==> config.mk <==
export PLATFORM = sky130hd
export DESIGN_NAME = uart_baud_controller
export DESIGN_NICKNAME = d
export VERILOG_FILES = /design/src/rtl/uart_baud_pkg.sv /design/src/rtl/baud_period_counter.sv /design/src/rtl/uart_baud_controller.sv
export SDC_FILE = /design/constraint.sdc
export NUM_CORES = 1
export LEC_CHECK = 0
export CAP_MARGIN = 0
export CELL_PAD_IN_SITES_DETAIL_PLACEMENT = 1
export CELL_PAD_IN_SITES_GLOBAL_PLACEMENT = 2
export CORE_ASPECT_RATIO = 0.9
export CORE_UTILIZATION = 38
export DETAILED_ROUTE_END_ITERATION = 8
export PLACE_DENSITY = 0.91
export SYNTH_ARGS = -nofsm -noshare
export SYNTH_HDL_FRONTEND = slang
export SYNTH_SLANG_ARGS = --single-unit
export TNS_END_PERCENT = 1
==> constraint.sdc <==
create_clock -name fast_clock -period 6.1 [get_ports fast_clock]
set_clock_uncertainty 0.05 [all_clocks]
set_input_delay 1.22 -clock fast_clock [delete_from_list [all_inputs] [get_ports fast_clock]]
set_output_delay 1.22 -clock fast_clock [all_outputs]
set_load 0.05 [all_outputs]
==> src/rtl/uart_baud_pkg.sv <==
`default_nettype none
// ============================================================================
// Module   : uart_baud_pkg
// Brief    : Shared state encoding and widths for the UART baud controller.
// Revision : 1.0 - initial release
// ============================================================================
package uart_baud_pkg;

   localparam int FRAC_W             = 4;
   localparam int OVERSAMPLE_DEFAULT = 16;

   typedef enum logic [1:0] {
      IDLE    = 2'd0,
      RUN     = 2'd1,
      PENDING = 2'd2
   } baud_state_t;

   function automatic int os_cnt_width(input int oversample);
      return (oversample > 1) ? $clog2(oversample) : 1;
   endfunction

endpackage
`default_nettype wire

==> src/rtl/baud_period_counter.sv <==
`default_nettype none
// ============================================================================
// Module   : baud_period_counter
// Brief    : Counts one oversample period of div+1 cycles (div+2 after a
//            fractional carry when UART_BAUD_FRAC_EN is defined).
// Revision : 1.0 - initial release
// ============================================================================
module baud_period_counter
   import uart_baud_pkg::*;
#(
   parameter int DIV_W = 16
)(
   input  logic              clk,
   input  logic              rst,
   input  logic              clear,
   input  logic              run,
   input  logic [DIV_W-1:0]  div,
   input  logic [FRAC_W-1:0] frac,
   output logic              rx_tick
);

   logic [DIV_W:0] r_cnt;
   logic [DIV_W:0] w_period_end;

   // Combinational strobe: the owner registers it alongside the bit strobe
   // so both outputs leave on the same edge.
   assign rx_tick = run && (r_cnt == w_period_end);

   always_ff @(posedge clk) begin
      if (rst || clear) begin
         r_cnt <= '0;
      end else if (run) begin
         if (rx_tick) begin
            r_cnt <= '0;
         end else begin
            r_cnt <= r_cnt + 1'b1;
         end
      end
   end

`ifdef UART_BAUD_FRAC_EN
   logic [FRAC_W-1:0] r_frac_acc;
   logic              r_carry;
   logic [FRAC_W:0]   w_acc_sum;

   assign w_acc_sum    = {1'b0, r_frac_acc} + {1'b0, frac};
   assign w_period_end = {1'b0, div} + {{DIV_W{1'b0}}, r_carry};

   always_ff @(posedge clk) begin
      if (rst || clear) begin
         r_frac_acc <= '0;
         r_carry    <= 1'b0;
      end else if (run && rx_tick) begin
         r_frac_acc <= w_acc_sum[FRAC_W-1:0];
         r_carry    <= w_acc_sum[FRAC_W];
      end
   end
`else
   logic w_unused_frac;

   assign w_unused_frac = ^frac;
   assign w_period_end  = {1'b0, div};
`endif

endmodule
`default_nettype wire

==> src/rtl/uart_baud_controller.sv <==
`default_nettype none
// ============================================================================
// Module   : uart_baud_controller
// Brief    : UART prescaler with handshaked divisor updates applied only on a
//            tx bit boundary. Define UART_BAUD_FRAC_EN for fractional divisor.
// Revision : 1.0 - initial release
// ============================================================================
module uart_baud_controller
   import uart_baud_pkg::*;
#(
   parameter int DIV_W       = 16,
   parameter int OVERSAMPLE  = OVERSAMPLE_DEFAULT,
   parameter int DEFAULT_DIV = 26
)(
   input  logic              fast_clock,
   input  logic              rst,
   input  logic              enable,
   input  logic [DIV_W-1:0]  div_value,
   input  logic [FRAC_W-1:0] div_frac,
   input  logic              div_valid,
   output logic              div_ready,
   output logic              rx_tick,
   output logic              tx_tick,
   output logic              busy
);

   localparam int              OS_W          = os_cnt_width(OVERSAMPLE);
   localparam logic [OS_W-1:0]  C_OS_LAST     = OS_W'(OVERSAMPLE - 1);
   localparam logic [DIV_W-1:0] C_DEFAULT_DIV = DIV_W'(DEFAULT_DIV);

   baud_state_t       r_state;
   logic [DIV_W-1:0]  r_div;
   logic [DIV_W-1:0]  r_shadow_div;
   logic [OS_W-1:0]   r_os_cnt;
   logic [FRAC_W-1:0] w_frac;

   logic w_accept;
   logic w_running;
   logic w_hit;
   logic w_tx;
   logic w_clear;
   logic w_load_direct;
   logic w_capture;
   logic w_take_shadow;

   assign w_accept  = div_valid && div_ready;
   assign w_running = enable && (r_state != IDLE);
   assign w_tx      = w_hit && (r_os_cnt == C_OS_LAST);

   // Outside RUN/PENDING with enable high, a divisor lands in r_div directly;
   // while running it waits in the shadow for the next bit boundary.
   assign w_load_direct = w_accept && ((r_state == IDLE) || ((r_state == RUN) && !enable));
   assign w_capture     = w_accept && (r_state == RUN) && enable;
   assign w_take_shadow = (r_state == PENDING) && (!enable || w_tx);
   assign w_clear       = !w_running || ((r_state == PENDING) && w_tx);

   baud_period_counter #(
      .DIV_W (DIV_W)
   ) u_period (
      .clk     (fast_clock),
      .rst     (rst),
      .clear   (w_clear),
      .run     (w_running),
      .div     (r_div),
      .frac    (w_frac),
      .rx_tick (w_hit)
   );

   always_ff @(posedge fast_clock) begin
      if (rst) begin
         r_state      <= IDLE;
         r_div        <= C_DEFAULT_DIV;
         r_shadow_div <= '0;
         r_os_cnt     <= '0;
         rx_tick      <= 1'b0;
         tx_tick      <= 1'b0;
         busy         <= 1'b0;
         div_ready    <= 1'b1;
      end else begin
         rx_tick <= w_hit;
         tx_tick <= w_tx;

         if (w_clear) begin
            r_os_cnt <= '0;
         end else if (w_hit) begin
            r_os_cnt <= w_tx ? '0 : r_os_cnt + 1'b1;
         end

         if (w_load_direct) begin
            r_div <= div_value;
         end else if (w_take_shadow) begin
            r_div <= r_shadow_div;
         end

         if (w_capture) begin
            r_shadow_div <= div_value;
         end

         case (r_state)
            IDLE: begin
               if (enable) begin
                  r_state <= RUN;
                  busy    <= 1'b1;
               end
            end
            RUN: begin
               if (!enable) begin
                  r_state <= IDLE;
                  busy    <= 1'b0;
               end else if (w_accept) begin
                  r_state   <= PENDING;
                  div_ready <= 1'b0;
               end
            end
            PENDING: begin
               if (!enable) begin
                  r_state   <= IDLE;
                  busy      <= 1'b0;
                  div_ready <= 1'b1;
               end else if (w_tx) begin
                  r_state   <= RUN;
                  div_ready <= 1'b1;
               end
            end
            default: begin
               r_state   <= IDLE;
               busy      <= 1'b0;
               div_ready <= 1'b1;
            end
         endcase
      end
   end

`ifdef UART_BAUD_FRAC_EN
   logic [FRAC_W-1:0] r_frac;
   logic [FRAC_W-1:0] r_shadow_frac;

   assign w_frac = r_frac;

   always_ff @(posedge fast_clock) begin
      if (rst) begin
         r_frac        <= '0;
         r_shadow_frac <= '0;
      end else begin
         if (w_load_direct) begin
            r_frac <= div_frac;
         end else if (w_take_shadow) begin
            r_frac <= r_shadow_frac;
         end
         if (w_capture) begin
            r_shadow_frac <= div_frac;
         end
      end
   end
`else
   logic w_unused_div_frac;

   assign w_unused_div_frac = ^div_frac;
   assign w_frac            = '0;
`endif

endmodule
`default_nettype wire

==> out/results.txt <==
Horizontal die dimension: 96.6 um
Number of enable-type register cells in the synthesized netlist: 0
Setup repair after global routing missed its margin: false
Quantity of gates resized following cts: 0
Pin count of the biggest net entering global routing: 58
GR Overflow Total: 0
Net Count, Synth: 385
Signed area change from the synthesized netlist to the final layout: 16.4%
Fraction of synthesized cell area in xor and xnor cells: 7.16%
Synth Warn #: 0
Number of antenna violations at the first check in global routing: 0
Highest-delay cell along the critical path: clkdlybuf4s50_1
DR DRC count: 0
Final worst path period share: 61.6%
Maximum clock frequency: 0.266 GHz
Clock Pin Slew Worst Setup and Hold Paths: 0.06 ns
Final Instance Count excl. Fillers: 475
Remaining max-slew budget at the tightest pin: 21.6%
Filler instances: 912
Routed length on met1: 3390 um
Clock tree from TritonCTS: done
Wire length of the first global-routing pass: 11900 um
Core box area: 0.00766 mm^2
Vias post-DR: 2489
Final hold violation count: 0
Antenna cells: 0
Distinct cells, synth: 45
Placer congestion estimate: 0.802
Hold_buf cts: 0
Sum of met3 wire segment lengths after detailed routing: 229 um
Multiplexer area fraction after synthesis: 12.3%
Async set or reset register ratio after synthesis: 0%
PortBufs: 23
Aggregate negative setup slack: 0 ns
Setup Buffers After CTS: 0
Compound-gate portion of the synthesized area: 8.76%
Count of mapped cells out of synthesis: 355
Number of CTS-inserted buffers: 9
Final Routed Wirelength: 7140 um
Pwr Density: 271 mW/mm^2
Number of placed cells counting well taps: 459
Effective utilization at floorplan: 39.9%
Adder-cell area share of the yosys netlist: 2.45%
Area share of the largest cell type after synthesis: 38.6%
CTS root buf: clkbuf_8
Largest incremental delay on the critical path: 0.74 ns
Combinational family with the most area after synthesis: simple AND/OR/NAND/NOR gates
Boundary Pins: 28
Setup slack of the worst register-to-register path: 3.17 ns
Average size of a mapped cell: 8.61 um^2
Total number of nets in the final design: 404
Detailed Route Iter0 Violations: 58
Initial DRT Pass Iterations: 4
Maximum fanout along the worst path: 16
Critical path class: in -> reg
Synth Cell Area: 0.00306 mm^2
Worst Max-Slew Pin Slew: 1.17 ns
Cell-by-cell trace of the critical path: clkdlybuf4s50_1 -> nand2b_1 -> or3_4 -> or3_4 -> o21ai_2 -> nor2_1
Register area share after synthesis: 38.6%
Top cells by area, synth: dfxtp_1 39%, nand2_1 6.0%, mux2i_1 5.6%
Final count of pins violating max slew: 0
Status: finished clean
Primary flip-flop cell chosen by synthesis mapping: dfxtp_1
Number of buffers and inverters on the critical path: 1
Worst min-delay path category: reg -> reg
Overall power consumption: 0.965 mW
Sinks on Clock Net: 59
Die span in y: 87.1 um
Leakage power figure: 1.39 nW
Final period demand of the worst path: 3.75 ns
CTS max path bufs: 2
Total global-route track usage: 18.7%
Routed wire length on met2: 3440 um
Top layer reached by signal wires: met4
Worst-case hold slack: 0.403 ns
Max cap viols: 0
Detail-routed via count per cell: 5.24
Worst voltage drop across the vdd grid: 0.122 mV
Share of final-layout standard cells stronger than drive strength 1: 11.3%
Cell repeated most along the worst path: or3_4
Startpoint kind of the worst setup timing path: input port
Post-synthesis sequential element count: 59
Number of antenna-violating nets in the routed design: 0
Library cell with the largest summed area after synthesis: dfxtp_1
Crit path arrival time: 3.91 ns
Final setup viols: 0
Top cell family by delay on the critical path: simple AND/OR/NAND/NOR gates
Post-detailed-route wirelength per cell: 15.0 um
Number of global-route vias before repair: 2562
Simple-gate area share of the yosys netlist: 27.3%
Half-perimeter wire length after detailed placement: 5100 um
Req. time, crit path: 6.25 ns
Crit end category: register
Clock latency at the later pin of the worst-skew pair: 0.34 ns
H-Tree Depth: 3
Site Rows: 30
Area of the die: 0.00841 mm^2
placed cells by master, fill, tap and decap left out, types with 6 or more instances in the layout:
| cell | Yosys | final |
|---|---|---|
| a21oi_1 | 23 | 23 |
| nor3_1 | 11 | 11 |
| xnor2_1 | 7 | 7 |
| nor2_1 | 44 | 44 |
| mux2_4 | 7 | 7 |
| clkbuf_8 | 0 | 11 |
| ha_1 | 6 | 6 |
| mux2i_1 | 17 | 17 |
| xor2_1 | 18 | 18 |
| and3_1 | 7 | 7 |
| mux2_2 | 9 | 9 |
| inv_1 | 7 | 7 |
| nand2_1 | 49 | 49 |
| nand3_1 | 11 | 11 |
| nand4_1 | 6 | 6 |
| dfxtp_1 | 59 | 59 |
| nor2b_1 | 22 | 22 |
| clkdlybuf4s50_1 | 0 | 22 |
cell usage after synthesis, types with 2 or more instances:
cell type,n
and3_1,7
nand3_1,11
nor2b_1,22
or3_4,2
o21ai_0,4
buf_2,3
nand4_1,6
a21oi_1,23
mux2_4,7
xnor2_1,7
dfxtp_1,59
xor2_1,18
a32o_1,2
nand2b_1,2
inv_1,7
ha_1,6
nor4_1,4
or4_1,2
nor3_1,11
mux2i_1,17
clkbuf_1,10
mux2_2,9
nor2_1,44
buf_6,2
nand2_1,49
or3_1,2
per-stage QoR:
step                      setup slack (ns)  util (%)  area [um^2]
after floorplan                       3.20         -         3060
after global placement                2.02      43.5         3330
after detailed placement              1.97      43.5         3330
after CTS                             2.35      46.5         3560
after global routing                  2.16      46.5         3560
final                                 2.35      46.5         3560
registers in the layout, indices dropped and copies added (netlist names):
name	count
r_state	2
r_shadow_div	16
rx_tick	1
r_os_cnt	4
r_div	16
div_ready	1
busy	1
u_period.r_cnt	17
tx_tick	1
worst min-delay path, cell delays in order (launching register included):
cell     delay [ns]
dfxtp_1        0.31
nand2_1        0.05
a21oi_1        0.05
cell families (layout without fill, tap and decap cells):
| family | count (synthesis) | count (layout) |
|---|---|---|
| buf+inv | 23 | 47 |
| flops | 59 | 59 |
| fa+ha+maj | 6 | 6 |
| xor+xnor | 25 | 25 |
| compound gates | 40 | 40 |
| simple gates | 169 | 169 |
| mux | 33 | 33 |
worst paths after layout:
path         cells after the start            start            endpoint
max                              6           enable  u_period.r_cnt[13]
min reg2reg                      2  r_shadow_div[4]     r_shadow_div[4]
min                              2  r_shadow_div[4]     r_shadow_div[4]
max reg2reg                      7       r_state[0]  u_period.r_cnt[13]
power breakdown:
group	internal (mW)	switching (mW)
logic	0.0657	0.0785
clock network	0.252	0.157
registers	0.401	0.0114
total	0.718	0.247
metal layers:
| metal | global-route usage (%) | vias up |
|---|---|---|
| met5 | 0 | - |
| met2 | 31.8 | 28 |
| met4 | 5.21 | 0 |
| met1 | 22.9 | 1199 |
| li1 | - | 1250 |
| met3 | 5.24 | 12 |
area by class of cell:
cell class	instances	area, um^2	area share [%]
inverters	7	26.3	0.738
repair buffers	24	233	6.54
well taps	96	120	3.37
clock inverters	4	72.6	2.04
clock buffers	12	155	4.36
flip-flops and latches	59	1180	33.2
multi-input cells	273	1770	49.8
Power figures use the tool's default switching activity.
